## src/rtl/keccak_dom_pkg.sv

```systemverilog
// Shared constants and types for the two-share DOM Keccak-f[800] datapath.
// Reused by the mask loader, the chi S-box and the unmask stage.
package keccak_dom_pkg;

    localparam int KECCAK_W    = 32;
    localparam int KECCAK_ROWS = 5;
    localparam int KECCAK_COLS = 5;

    typedef enum logic {
        LOAD = 1'b0,
        EMIT = 1'b1
    } loader_state_e;

endpackage : keccak_dom_pkg

```

## src/rtl/keccak_lane_masker.sv

```systemverilog
// Registered masking cell for one lane: splits the lane into XOR shares on load.
// Share0 and share1 live in separate registers and are never recombined here.
module keccak_lane_masker
    import keccak_dom_pkg::*;
#(
    parameter int WIDTH = KECCAK_W
) (
    input  logic             clk_i,
    input  logic             rst_i,
    input  logic [WIDTH-1:0] lane_i,
    input  logic [WIDTH-1:0] rand_i,
    input  logic             load_i,
    input  logic             clear_i,
    output logic [WIDTH-1:0] share0_o,
    output logic [WIDTH-1:0] share1_o
);

    logic [WIDTH-1:0] share0_q;
    logic [WIDTH-1:0] share0_d;
    logic [WIDTH-1:0] share1_q;
    logic [WIDTH-1:0] share1_d;

    // Clear wins so a consumed row never leaves shares behind.
    always_comb begin
        share0_d = share0_q;
        share1_d = share1_q;
        if (clear_i) begin
            share0_d = '0;
            share1_d = '0;
        end else if (load_i) begin
            share0_d = lane_i ^ rand_i;
            share1_d = rand_i;
        end
    end

    always_ff @(posedge clk_i) begin
        if (rst_i) begin
            share0_q <= '0;
            share1_q <= '0;
        end else begin
            share0_q <= share0_d;
            share1_q <= share1_d;
        end
    end

    assign share0_o = share0_q;
    assign share1_o = share1_q;

endmodule : keccak_lane_masker

```

## src/rtl/keccak_mask_loader.sv

```systemverilog
// Front end of the DOM chi datapath: masks five incoming lanes into one
// two-share row and hands it to the S-box with a valid/ready handshake.
module keccak_mask_loader
    import keccak_dom_pkg::*;
#(
    parameter int WIDTH = KECCAK_W,
    parameter int ROWS  = KECCAK_ROWS
) (
    input  logic             clk_i,
    input  logic             rst_i,
    input  logic [WIDTH-1:0] lane_i,
    input  logic             lane_valid_i,
    output logic             lane_ready_o,
    input  logic [WIDTH-1:0] rand_i,
    output logic [WIDTH-1:0] A0_o,
    output logic [WIDTH-1:0] A1_o,
    output logic [WIDTH-1:0] B0_o,
    output logic [WIDTH-1:0] B1_o,
    output logic [WIDTH-1:0] C0_o,
    output logic [WIDTH-1:0] C1_o,
    output logic [WIDTH-1:0] D0_o,
    output logic [WIDTH-1:0] D1_o,
    output logic [WIDTH-1:0] E0_o,
    output logic [WIDTH-1:0] E1_o,
    output logic             row_valid_o,
    input  logic             row_ready_i,
    output logic [2:0]       row_idx_o,
    output logic             last_o
);

    // Both streams use valid/ready: a transfer happens on the rising edge where
    // valid and ready are both high; valid holds until then, ready may toggle freely.

    localparam logic [2:0] LAST_COL = 3'(KECCAK_COLS - 1);
    localparam logic [2:0] LAST_ROW = 3'(ROWS - 1);

    loader_state_e state_q;
    loader_state_e state_d;
    logic [2:0]    col_cnt_q;
    logic [2:0]    col_cnt_d;
    logic [2:0]    row_idx_q;
    logic [2:0]    row_idx_d;
    logic          lane_ready_q;
    logic          lane_ready_d;
    logic          row_valid_q;
    logic          row_valid_d;
    logic          last_q;
    logic          last_d;

    logic                   lane_fire;
    logic                   row_fire;
    logic [KECCAK_COLS-1:0] load_en;
    logic [WIDTH-1:0]       share0 [KECCAK_COLS];
    logic [WIDTH-1:0]       share1 [KECCAK_COLS];

    assign lane_fire = lane_valid_i & lane_ready_q;
    assign row_fire  = row_valid_q & row_ready_i;

    // Handshake outputs are derived from the next state so they are registered.
    always_comb begin
        state_d   = state_q;
        col_cnt_d = col_cnt_q;
        row_idx_d = row_idx_q;
        case (state_q)
            LOAD: begin
                if (lane_fire) begin
                    if (col_cnt_q == LAST_COL) begin
                        col_cnt_d = '0;
                        state_d   = EMIT;
                    end else begin
                        col_cnt_d = col_cnt_q + 3'd1;
                    end
                end
            end
            EMIT: begin
                if (row_fire) begin
                    state_d   = LOAD;
                    row_idx_d = (row_idx_q == LAST_ROW) ? 3'd0 : row_idx_q + 3'd1;
                end
            end
            default: begin
                state_d = LOAD;
            end
        endcase
        lane_ready_d = (state_d == LOAD);
        row_valid_d  = (state_d == EMIT);
        last_d       = row_valid_d && (row_idx_d == LAST_ROW);
    end

    always_ff @(posedge clk_i) begin
        if (rst_i) begin
            state_q      <= LOAD;
            col_cnt_q    <= '0;
            row_idx_q    <= '0;
            lane_ready_q <= 1'b0;
            row_valid_q  <= 1'b0;
            last_q       <= 1'b0;
        end else begin
            state_q      <= state_d;
            col_cnt_q    <= col_cnt_d;
            row_idx_q    <= row_idx_d;
            lane_ready_q <= lane_ready_d;
            row_valid_q  <= row_valid_d;
            last_q       <= last_d;
        end
    end

    for (genvar c = 0; c < KECCAK_COLS; c++) begin : g_col
        assign load_en[c] = lane_fire && (col_cnt_q == 3'(c));

        keccak_lane_masker #(
            .WIDTH (WIDTH)
        ) u_masker (
            .clk_i    (clk_i),
            .rst_i    (rst_i),
            .lane_i   (lane_i),
            .rand_i   (rand_i),
            .load_i   (load_en[c]),
            .clear_i  (row_fire),
            .share0_o (share0[c]),
            .share1_o (share1[c])
        );
    end

    assign A0_o = share0[0];
    assign A1_o = share1[0];
    assign B0_o = share0[1];
    assign B1_o = share1[1];
    assign C0_o = share0[2];
    assign C1_o = share1[2];
    assign D0_o = share0[3];
    assign D1_o = share1[3];
    assign E0_o = share0[4];
    assign E1_o = share1[4];

    assign lane_ready_o = lane_ready_q;
    assign row_valid_o  = row_valid_q;
    assign row_idx_o    = row_idx_q;
    assign last_o       = last_q;

endmodule : keccak_mask_loader

```

## config.mk

```make
export PLATFORM = sky130hd
export DESIGN_NAME = keccak_mask_loader
export DESIGN_NICKNAME = d
export VERILOG_FILES = /design/src/rtl/keccak_dom_pkg.sv /design/src/rtl/keccak_lane_masker.sv /design/src/rtl/keccak_mask_loader.sv
export SDC_FILE = /design/constraint.sdc
export NUM_CORES = 1
export LEC_CHECK = 0
export CAP_MARGIN = 20
export CORE_ASPECT_RATIO = 1.75
export CORE_MARGIN = 2
export CORE_UTILIZATION = 45
export CTS_CLUSTER_DIAMETER = 40
export CTS_CLUSTER_SIZE = 25
export DETAILED_ROUTE_END_ITERATION = 6
export GPL_ROUTABILITY_DRIVEN = 0
export HOLD_SLACK_MARGIN = 0.06
export MAX_ROUTING_LAYER = met4
export PLACE_DENSITY = 0.79
export SLEW_MARGIN = 15
export SYNTH_ARGS = -nofsm -noshare
export SYNTH_HDL_FRONTEND = slang
export SYNTH_SLANG_ARGS = --single-unit
```

## constraint.sdc

```tcl
create_clock -name clk_i -period 4.61 [get_ports clk_i]
set_input_delay 0.461 -clock clk_i [delete_from_list [all_inputs] [get_ports clk_i]]
set_output_delay 0.461 -clock clk_i [all_outputs]
set_load 0.005 [all_outputs]
```

==> results.md, run 1 <==
- Slowest-stage cell, CP: and4b_4
- Starting Density: 45.55%
- CP endpoint: g_col[0].u_masker.share0_o[31]$_SDFFE_PP0P_
- Req. time, crit path: 5070 ps
- VDD IR max: between 0.3 and 0.4 mV
- R2R Setup Slk: 2180 ps
- Hpwl dp: approximately 27000 um
- Placed inst area: 0.01560 sq mm
- PnR worst setup slack: 2184 ps
- Crit path kind: reg -> reg
- Worst r2r src: col_cnt_q[0]$_SDFFE_PP0P_
- Skew final: 17.04 ps
- Pwr/cell area: 364.3 mW/mm^2
- Yosys warns: 0
- Post-synthesis cell count: 1323
- DIE AREA: about 0.027 sq mm
- Hold Path Class: reg -> reg
- Fin area: 0.01671 sq mm
- Vias in the first global route: 9923
- Core area: between 0.02 and 0.03 sq mm
- RSZ-0062 raised after global routing: no
- Area leader, netlist: dfxtp_1
- Largest net degree at the start of global routing: 97
- Post-CTS Setup Bufs: 0
- Dpl ws: roughly 1700 ps
- Pwr Total: 0.006086 W
- Num ports: roughly 400
- Via density: 5.329
- Leakage: 5.424 nW
- Proportion of layout cells with a drive suffix above 1: 5.128%
- Post-synth EDFFs: 0
- Seq cells post-synth: 329
- Top-count cell post-synth: dfxtp_1
- Setup TNS: 0 ps
- Reg2reg path depth: 6
- GRT Overall Usage: approximately 28%
- Seq/Total Area, Yosys: 56.13%
- Total grt overflow: 0
- Latest clock arrival within the worst-skew pair: 570 ps
- First-pass DRT Iterations: 7
- Final Cycle Share: 52.62%
- Crit start category: flop
- Max-cap violation count: 0
- Port bufs: 393
- NumNets Final: between 1500 and 2000
- Synthesized Nets: between 1000 and 1500
- CTS clk-pin slew, worst paths: 80 ps
- WL per Instance: about 19 um
- Synth area leaders: dfxtp_1, nand2_1, a211oi_1, a21oi_1, nor2_1
- Post-synthesis instance area: 0.01174 sq mm
- Post-synth top cells: dfxtp_1, nand2_1, a21oi_1, nor2_1, a211oi_1
- Fin. max-slew vios: 0
- Hold Vio Cnt, Final: 0
- CP arrival: 2880 ps
- CTS root buf: clkbuf_16
- CTS Sinks: 329
- Clk buf depth: 3
- Worst path cell trace: inv_1 > ha_1 > and4b_4 > buf_4 > nor2_1 > a211oi_1
- P&R area growth vs syn: 42.38%
- First-pass GRT wire length: roughly 58000 um
- Worst Setup SP: col_cnt_q[0]$_SDFFE_PP0P_
- Die height: 217.6 um
- Post-CTS Hold Fix Bufs: 0
- Async S/R FF share, synth: 0%
- Initial antenna violation count: 1
- Crit-path max FO: 65
- DRC viols: 0
- Buf/Inv on CP: 2
- Achievable Freq: 0.4122 GHz
- CTS Buf Count: 30
- Slew HR: a little under a third
- Capturing point of the worst reg2reg path: g_col[0].u_masker.share0_o[31]$_SDFFE_PP0P_
- Num rows: approximately 80
- Area share of the largest cell type after synthesis: 56.13%
- CP Capture Type: flop
- Vias: around 11000
- Final min period: 2426 ps
- Average size of a mapped cell: slightly below 9 sq um
- Largest stage delay, worst path: 810 ps
- WL final: ~39000 um
- Setup-failing EPs final: 0
- CTS H-tree lvls: 1
- TritonCTS clock tree: yes
- Family with the most delay on the worst path: simple AND/OR/NAND/NOR gates
- Die span in x: 126.1 um
- Status: finished clean
- Worst path depth: 6
- Post-synth top flop: dfxtp_1
- Iter 0 DRT Violations: 638
- Cell variety after synth: 30
- Cells resized by post-CTS repair: 0
- ANT nets after route: 0
- Worst-margin pin slew: 1039 ps
==> worst reg2reg max path, stage by stage (launching register included) <==
cell	delay, ps
dfxtp_1	360
inv_1	100
ha_1	280
and4b_4	810
buf_4	470
nor2_1	110
a211oi_1	200
==> placed cells by master (no fill, tap or decap), types with 2 or more instances in the layout <==
cell type        netlist  routed
clkdlybuf4s50_1        0     393
dfxtp_1              329     329
nand2_1              325     325
a21oi_1              165     165
nor2_1               164     164
a211oi_1             152     152
xnor2_1               32      32
clkbuf_16              0      31
buf_4                 11      10
a211oi_2               8       8
ha_1                   7       7
clkinv_8               0       7
inv_6                  0       7
inv_1                  5       5
inv_8                  0       5
buf_12                 0       5
nand3_1                4       4
and4b_4                0       3
nand4b_1               3       3
a211o_1                3       3
inv_12                 0       3
nor2b_1                2       2
==> cells by family after synthesis <==
group | Yosys count | synth area share (%)
AND/OR/NAND/NOR | 507 | 16.76
flip-flops | 329 | 56.13
AO/OA/AOI/OAI | 331 | 18.08
XOR/XNOR | 32 | 2.388
buffers and inverters | 115 | 5.715
adder cells (fa/ha/maj) | 7 | 0.7463
multiplexers | 2 | 0.1813
==> registers in the layout, summed over array words and instances, names as in the netlist <==
name                     flops
row_valid_o                  1
row_idx_o                    3
g_col.u_masker.share1_o    160
col_cnt_q                    3
g_col.u_masker.share0_o    160
last_o                       1
lane_ready_o                 1
==> how the worst min path moves through the flow <==
stage / from / to / slack [ps] / cells past startpoint
5_1_grt: g_col[1].u_masker.share1_o[20]$_SDFFE_PP0P_ / g_col[1].u_masker.share1_o[20]$_SDFFE_PP0P_ / 480 / 2
2_1_floorplan: g_col[0].u_masker.share1_o[0]$_SDFFE_PP0P_ / g_col[0].u_masker.share1_o[0]$_SDFFE_PP0P_ / 450 / 2
4_1_cts: g_col[1].u_masker.share1_o[5]$_SDFFE_PP0P_ / g_col[1].u_masker.share1_o[5]$_SDFFE_PP0P_ / 460 / 2
3_5_place_dp: g_col[1].u_masker.share1_o[5]$_SDFFE_PP0P_ / g_col[1].u_masker.share1_o[5]$_SDFFE_PP0P_ / 450 / 2
3_3_place_gp: g_col[1].u_masker.share1_o[19]$_SDFFE_PP0P_ / g_col[1].u_masker.share1_o[19]$_SDFFE_PP0P_ / 440 / 2
6_report: g_col[1].u_masker.share1_o[14]$_SDFFE_PP0P_ / g_col[1].u_masker.share1_o[14]$_SDFFE_PP0P_ / 450 / 2
==> final cells by class <==
class	count	area, sq um
Timing Repair Buffer	408	4109
Antenna cell	1	2.502
Fill cell	2100	9056
Tap cell	320	400.4
Clock buffer	32	779.5
Clock inverter	24	307.8
Inverter	5	18.77
Multi-Input combinational cell	879	4504
Sequential cell	329	6586
==> stage by stage <==
stage / std cells / utilization (%) / hold WS, ps
CTS: 1996 / 64.76 / 456.2
finish: 1998 / 64.85 / 454.7
floorplan: 1323 / - / 452.7
global placement: 1940 / 60.54 / 440.6
detailed placement: 1940 / 60.54 / 445.7
global route: 1998 / 64.85 / 477.4
==> layer usage <==
metal  vias up  track usage, %  share of wire, %
met2       429           45.54                49
met3       113           4.392               6.5
met4         0           13.70               5.6
li1       5102               -                 -
met1      5004           32.71                39
met5         -               -                 0
==> power breakdown <==
| group | leakage (nW) | internal [W] | switching (W) | total (W) |
|---|---|---|---|---|
| Sequential | 2.66 | 0.00289 | 0.0000327 | 0.00293 |
| Combinational | 2.24 | 0.000211 | 0.000271 | 0.000481 |
| Clock | 0.525 | 0.00135 | 0.00133 | 0.00268 |
(Power assumes the default switching activity.)
==> run 2: changes to the inputs <==
--- a/config.mk
+++ b/config.mk
@@ -8,14 +8,14 @@
 export CAP_MARGIN = 20
 export CORE_ASPECT_RATIO = 1.75
 export CORE_MARGIN = 2
-export CORE_UTILIZATION = 45
+export CORE_UTILIZATION = 41
 export CTS_CLUSTER_DIAMETER = 40
 export CTS_CLUSTER_SIZE = 25
 export DETAILED_ROUTE_END_ITERATION = 6
 export GPL_ROUTABILITY_DRIVEN = 0
 export HOLD_SLACK_MARGIN = 0.06
 export MAX_ROUTING_LAYER = met4
-export PLACE_DENSITY = 0.79
+export PLACE_DENSITY = 0.76
 export SLEW_MARGIN = 15
 export SYNTH_ARGS = -nofsm -noshare
 export SYNTH_HDL_FRONTEND = slang
==> constraint.sdc (replaced) <==
create_clock -name clk_i -period 2.04 [get_ports clk_i]
set_input_delay 0.204 -clock clk_i [delete_from_list [all_inputs] [get_ports clk_i]]
set_output_delay 0.204 -clock clk_i [all_outputs]
set_load 0.005 [all_outputs]
==> results.md, run 2 (synthesis gave the netlist of run 1 again) <==
- Status: finished clean
- Buf/Inv on CP: 1
- CTS root buf: clkbuf_16
- Max-cap violation count: 0
- Die span in x: ~130 um
- Setup TNS: 0 ps
- Skew final: between 20 and 30 ps
- ANT nets after route: 0
- Pwr Total: between 0.01 and 0.015 W
- Cell-internal power: 0.01022 W
- First-pass DRT Iterations: 7
- WL final: 40850 um
- Achievable Freq: between 0.5 and 0.6 GHz
- Hpwl dp: around 30000 um
- CTS Sinks: 329
- Slew HR: 49.07%
- Iter 0 DRT Violations: 630
- Latest clock arrival within the worst-skew pair: ~570 ps
- Vias in the first global route: 10550
- Pwr/cell area: 798.3 mW/mm^2
- Fin. max-slew vios: 0
- Die height: 227.8 um
- Final min period: 1964 ps
- Crit path kind: reg -> out
- CP Capture Type: output port
- Worst-margin pin slew: 758.5 ps
- Commonest non-fill, non-tap cell in the layout: clkdlybuf4s50_1
- Post-CTS Setup Bufs: 0
- Capturing point of the worst reg2reg path: g_col[4].u_masker.share0_o[17]$_SDFFE_PP0P_
- Hold path startpoint: rst_i
- Port bufs: 393
- Fin area: roughly 0.017 sq mm
- Largest stage delay, worst path: 630 ps
- GRT Overall Usage: approximately 27%
- Clk buf depth: 3
- NumNets Final: approximately 1800
- First-pass GRT wire length: 62010 um
- Crit start category: flop
- WL per Instance: about 19 um
- CP arrival: 1760 ps
- R2R Setup Slk: 270 ps
- Most frequent cells in the layout: clkdlybuf4s50_1, dfxtp_1, nand2_1
- Hold Vio Cnt, Final: 0
- Family with the most delay on the worst path: buffers and inverters
- Initial antenna violation count: 1
- CTS Buf Count: 29
- Num rows: slightly above 80
- P&R area growth vs syn: 47.83%
- Reg2reg path depth: 6
- Crit-path max FO: 12
- Hold depth: 3
- Proportion of layout cells with a drive suffix above 1: 8.463%
- Via density: about 5.2
- DIE AREA: 0.03005 sq mm
- Switching power total: 0.003631 W
- Clk pwr share: roughly 43%
- Hold endpoint: col_cnt_q[1]$_SDFFE_PP0P_
- RSZ-0062 raised after global routing: no
- WHS: 358.0 ps
- Core area: 0.02842 sq mm
- Largest net degree at the start of global routing: 73
- DRC viols: 0
- Worst r2r src: col_cnt_q[0]$_SDFFE_PP0P_
- Placed inst area: 0.01629 sq mm
- Req. time, crit path: 1840 ps
- Post-CTS Hold Fix Bufs: 0
- Final Util: 61.04%
- Starting Density: 41.29%
- Leakage: 5.763 nW
- Setup-failing EPs final: 0
- CTS clk-pin slew, worst paths: 90 ps
- Reg power frac: between 40 and 50%
- TritonCTS clock tree: yes
- Cells resized by post-CTS repair: 0
- VDD IR max: 1.078 mV
- Hold Path Class: in -> reg
- Total grt overflow: 0
- Combinational power share: slightly below 9%
- Final Cycle Share: between 90% and 100%
- Switching share of total power: between 20% and 30%
- Num ports: 394
- Worst Setup SP: lane_ready_o$_SDFF_PP0_
- CTS H-tree lvls: 1
- Slowest-stage cell, CP: clkdlybuf4s50_1
- Worst path cell trace: clkdlybuf4s50_1
- Vias: 10981
[run 2: layout make-up]
cell class / count / area (sq um)
Fill cell: 2420 / 11070
Inverter: 5 / 18.77
Tap cell: 378 / 473.0
Clock buffer: 29 / 725.7
Sequential cell: 329 / 6586
Antenna cell: 1 / 2.502
Multi-Input combinational cell: 879 / 4504
Timing Repair Buffer: 470 / 4712
Clock inverter: 25 / 325.3
[run 2: stage by stage]
step | worst slack, ps | cells
floorplan | 497.7 | 1323
global placement | 159.6 | 2061
detailed placement | 115.5 | 2061
CTS | 57.60 | 2115
global route | 27.91 | 2116
finish | 76.30 | 2116
[run 2: metal layers]
layer,routed length (um),GRT usage (%),up-vias
met5,0,-,-
met4,2224,13.69,0
met3,2455,4.178,117
met2,20220,45.74,449
met1,15950,30.59,5187
li1,-,-,5228
[run 2: worst max-delay path by stage]
stage	endpoint	slack [ps]	depth (start not counted)
detailed placement	g_col[1].u_masker.share0_o[0]$_SDFFE_PP0P_	120	5
global placement	g_col[1].u_masker.share0_o[26]$_SDFFE_PP0P_	160	5
floorplan	g_col[0].u_masker.share0_o[31]$_SDFFE_PP0P_	500	7
global route	lane_ready_o	30	1
CTS	lane_ready_o	60	1
finish	lane_ready_o	80	1
[run 2: power groups by stage]
stage | combinational, W | clock (W) | sequential [W]
finish | 0.00123 | 0.00600 | 0.00662
global route | 0.00130 | 0.00632 | 0.00663
CTS | 0.00123 | 0.00608 | 0.00662
detailed placement | 0.00122 | 0 | 0.00677
global placement | 0.00120 | 0 | 0.00676
floorplan | 0.000454 | 0 | 0.00677
==> run 3: changes to the inputs <==
--- a/config.mk
+++ b/config.mk
@@ -16,6 +16,7 @@
 export HOLD_SLACK_MARGIN = 0.06
 export MAX_ROUTING_LAYER = met4
 export PLACE_DENSITY = 0.76
+export SKIP_CTS_REPAIR_TIMING = 1
 export SLEW_MARGIN = 15
 export SYNTH_ARGS = -nofsm -noshare
 export SYNTH_HDL_FRONTEND = slang
==> results of run 3 <==
Final layout, timing and power as in run 2 (identical DEF).
==> variant (flow settings as in run 3) <==
The package constant `KECCAK_COLS` goes from 5 to 6.
--- a/src/rtl/keccak_dom_pkg.sv
+++ b/src/rtl/keccak_dom_pkg.sv
@@ -4,7 +4,7 @@
 
     localparam int KECCAK_W    = 32;
     localparam int KECCAK_ROWS = 5;
-    localparam int KECCAK_COLS = 5;
+    localparam int KECCAK_COLS = 6;
 
     typedef enum logic {
         LOAD = 1'b0,
Formal check against the unedited RTL: no difference found for any inputs over 4 cycles, from zero or initial values and one cycle with rst_i high; that may be too few to reach the edited logic, so the function may still have changed.
==> variant against run 3 <==
  * Cell area rose by 1.5%
  * Power decreased by 2.7%
  * Worst setup slack improved by 0.016 ns
  * Die area is 3.3% higher
  * Final cell count shrank 3.3%
  * Clock power shrank 7.2%
  * Synthesized cell count shrank 3.7%
  * Count of clock-buffer cells in the layout rose by 2
  * Sequential cell count unchanged
  * Clock skew shrank 0.0075 ns
  * Non-clock buffer count decreased by 33
  * Area after synthesis grew 3.4%
  * Sequential share of layout area fell by 0.55 points
  * Routed wire length is 3.7% higher
==> variant: results <==
group,metric,value,unit
cells_and_area,drive_gt1_frac,0.0644,
critical_path,critPathMaxStageDelay,0.62,ns
cts,root_buffer,"clkbuf_16",
synthesis,synth_fa_ha_area_frac,0.00309,
timing,holdWs,0.280,ns
min_path,whs_endpoint,"g_col[3].u_masker.share1_o[16]",
global_route,grt.total_usage,0.272,
power,ir_worst_vdd,0.000658,V
min_path,hold_path_startpoint,"rand_i[16]",
synthesis,ys_seq_area_frac,0.543,
synthesis,synth.distinct_cells,36,
synthesis,synth.area.mux_share,0.158,
detailed_routing,wl,42.3,mm
critical_path,critPathLaunch,"row_valid_o",
timing,clock_skew,0.0184,ns
critical_path,ff2ff_path_depth,6,
timing,max_slew_margin,0.627,
global_route,grt_pass1_wl,63.1,mm
detailed_routing,dr.pass1.iters,5,
min_path,min_path_cells,3,
critical_path,r2r-end,"g_col[3].u_masker.share0_o[27]",
cells_and_area,num-nets-final,1711,
power,switchingPower,3560,uW
critical_path,cp_max_fo,9,
critical_path,crit-reg2reg-launch,"col_cnt_q[1]",
synthesis,synth_common_cells,"329 x dfxtp_1, 324 x nand2_1, 192 x mux2i_1",
cts,clk_pin_slew,0.08,ns
synthesis,synth_compound_area_frac,0.0861,
critical_path,slowest_stage,"clkdlybuf4s50_1",
placed_design,portBuffers,393,
synthesis,synth_nets,1345,
critical_path,path_delay_family,"buffers and inverters",
min_path,hp-class,"input pin to register",
placed_design,dp_hpwl,31.9,mm
critical_path,reg2reg_slack,0.26,ns
global_route,grt_pass1_vias,10500,
detailed_routing,drc,0,
detailed_routing,drt_iter0_drc,636,
cts,clock_path_buffers,3,
cells_and_area,n_fill_cell,2479,
cts,numCtsBuffers,29,
synthesis,synth_area_leaders,"dfxtp_1 54%, mux2i_1 16%, nand2_1 10%",
synthesis,yosys_warnings,0,
cts,clkLatencyLatePin,0.56,ns
synthesis,synth-xor-area-share,0.0238,
outcome,status,"finished, final reports clean",
power,power_leakage,0.00740,uW
synthesis,synthArstFlopShare,0,
global_route,grt_max_degree,65,
cts,htree_levels,1,
detailed_routing,via_per_inst,5.18,
global_route,antenna_found_initial,2,
-- variant: power by group through the flow --
| stage | clock [uW] | sequential (uW) | combinational [uW] |
|---|---|---|---|
| 3_3_place_gp | 0 | 6780 | 1250 |
| 6_report | 5570 | 6640 | 1260 |
| 4_1_cts | 5660 | 6640 | 1280 |
| 5_1_grt | 5920 | 6650 | 1340 |
| 3_5_place_dp | 0 | 6790 | 1270 |
| 2_1_floorplan | 0 | 6780 | 514 |
-- variant: worst max-delay path by stage --
stage                                      to
2_1_floorplan  g_col[3].u_masker.share0_o[10]
3_3_place_gp    g_col[2].u_masker.share1_o[0]
3_5_place_dp   g_col[4].u_masker.share0_o[21]
4_1_cts                           row_valid_o
5_1_grt                           row_valid_o
6_report                          row_valid_o
-- variant: final cells by class --
| cell class | instances | area share |
|---|---|---|
| Antenna cell | 2 | 0.000284 |
| Clock buffer | 31 | 0.0416 |
| Clock inverter | 22 | 0.0141 |
| Inverter | 3 | 0.000639 |
| Multi-Input combinational cell | 840 | 0.289 |
| Sequential cell | 329 | 0.374 |
| Tap cell | 382 | 0.0271 |
| Timing Repair Buffer | 437 | 0.253 |
-- variant: metrics by stage --
step	instance area, um2	cells	setup WS [ns]	utilization	power [uW]
after floorplan	12100	1274	0.0713	-	7290
final	17600	2046	0.0924	0.601	13500
after global routing	17600	2046	0.0599	0.601	13900
after detailed placement	16600	1991	0.126	0.568	8060
after global placement	16600	1991	0.163	0.568	8040
after CTS	17600	2044	0.0793	0.601	13600
-- variant: per-layer routing --
layer,vias up,track usage,wire [um]
met5,-,-,0
met4,0,0.132,2350
met3,112,0.0367,2350
met2,420,0.489,21900
met1,5049,0.292,15700
li1,5017,-,-
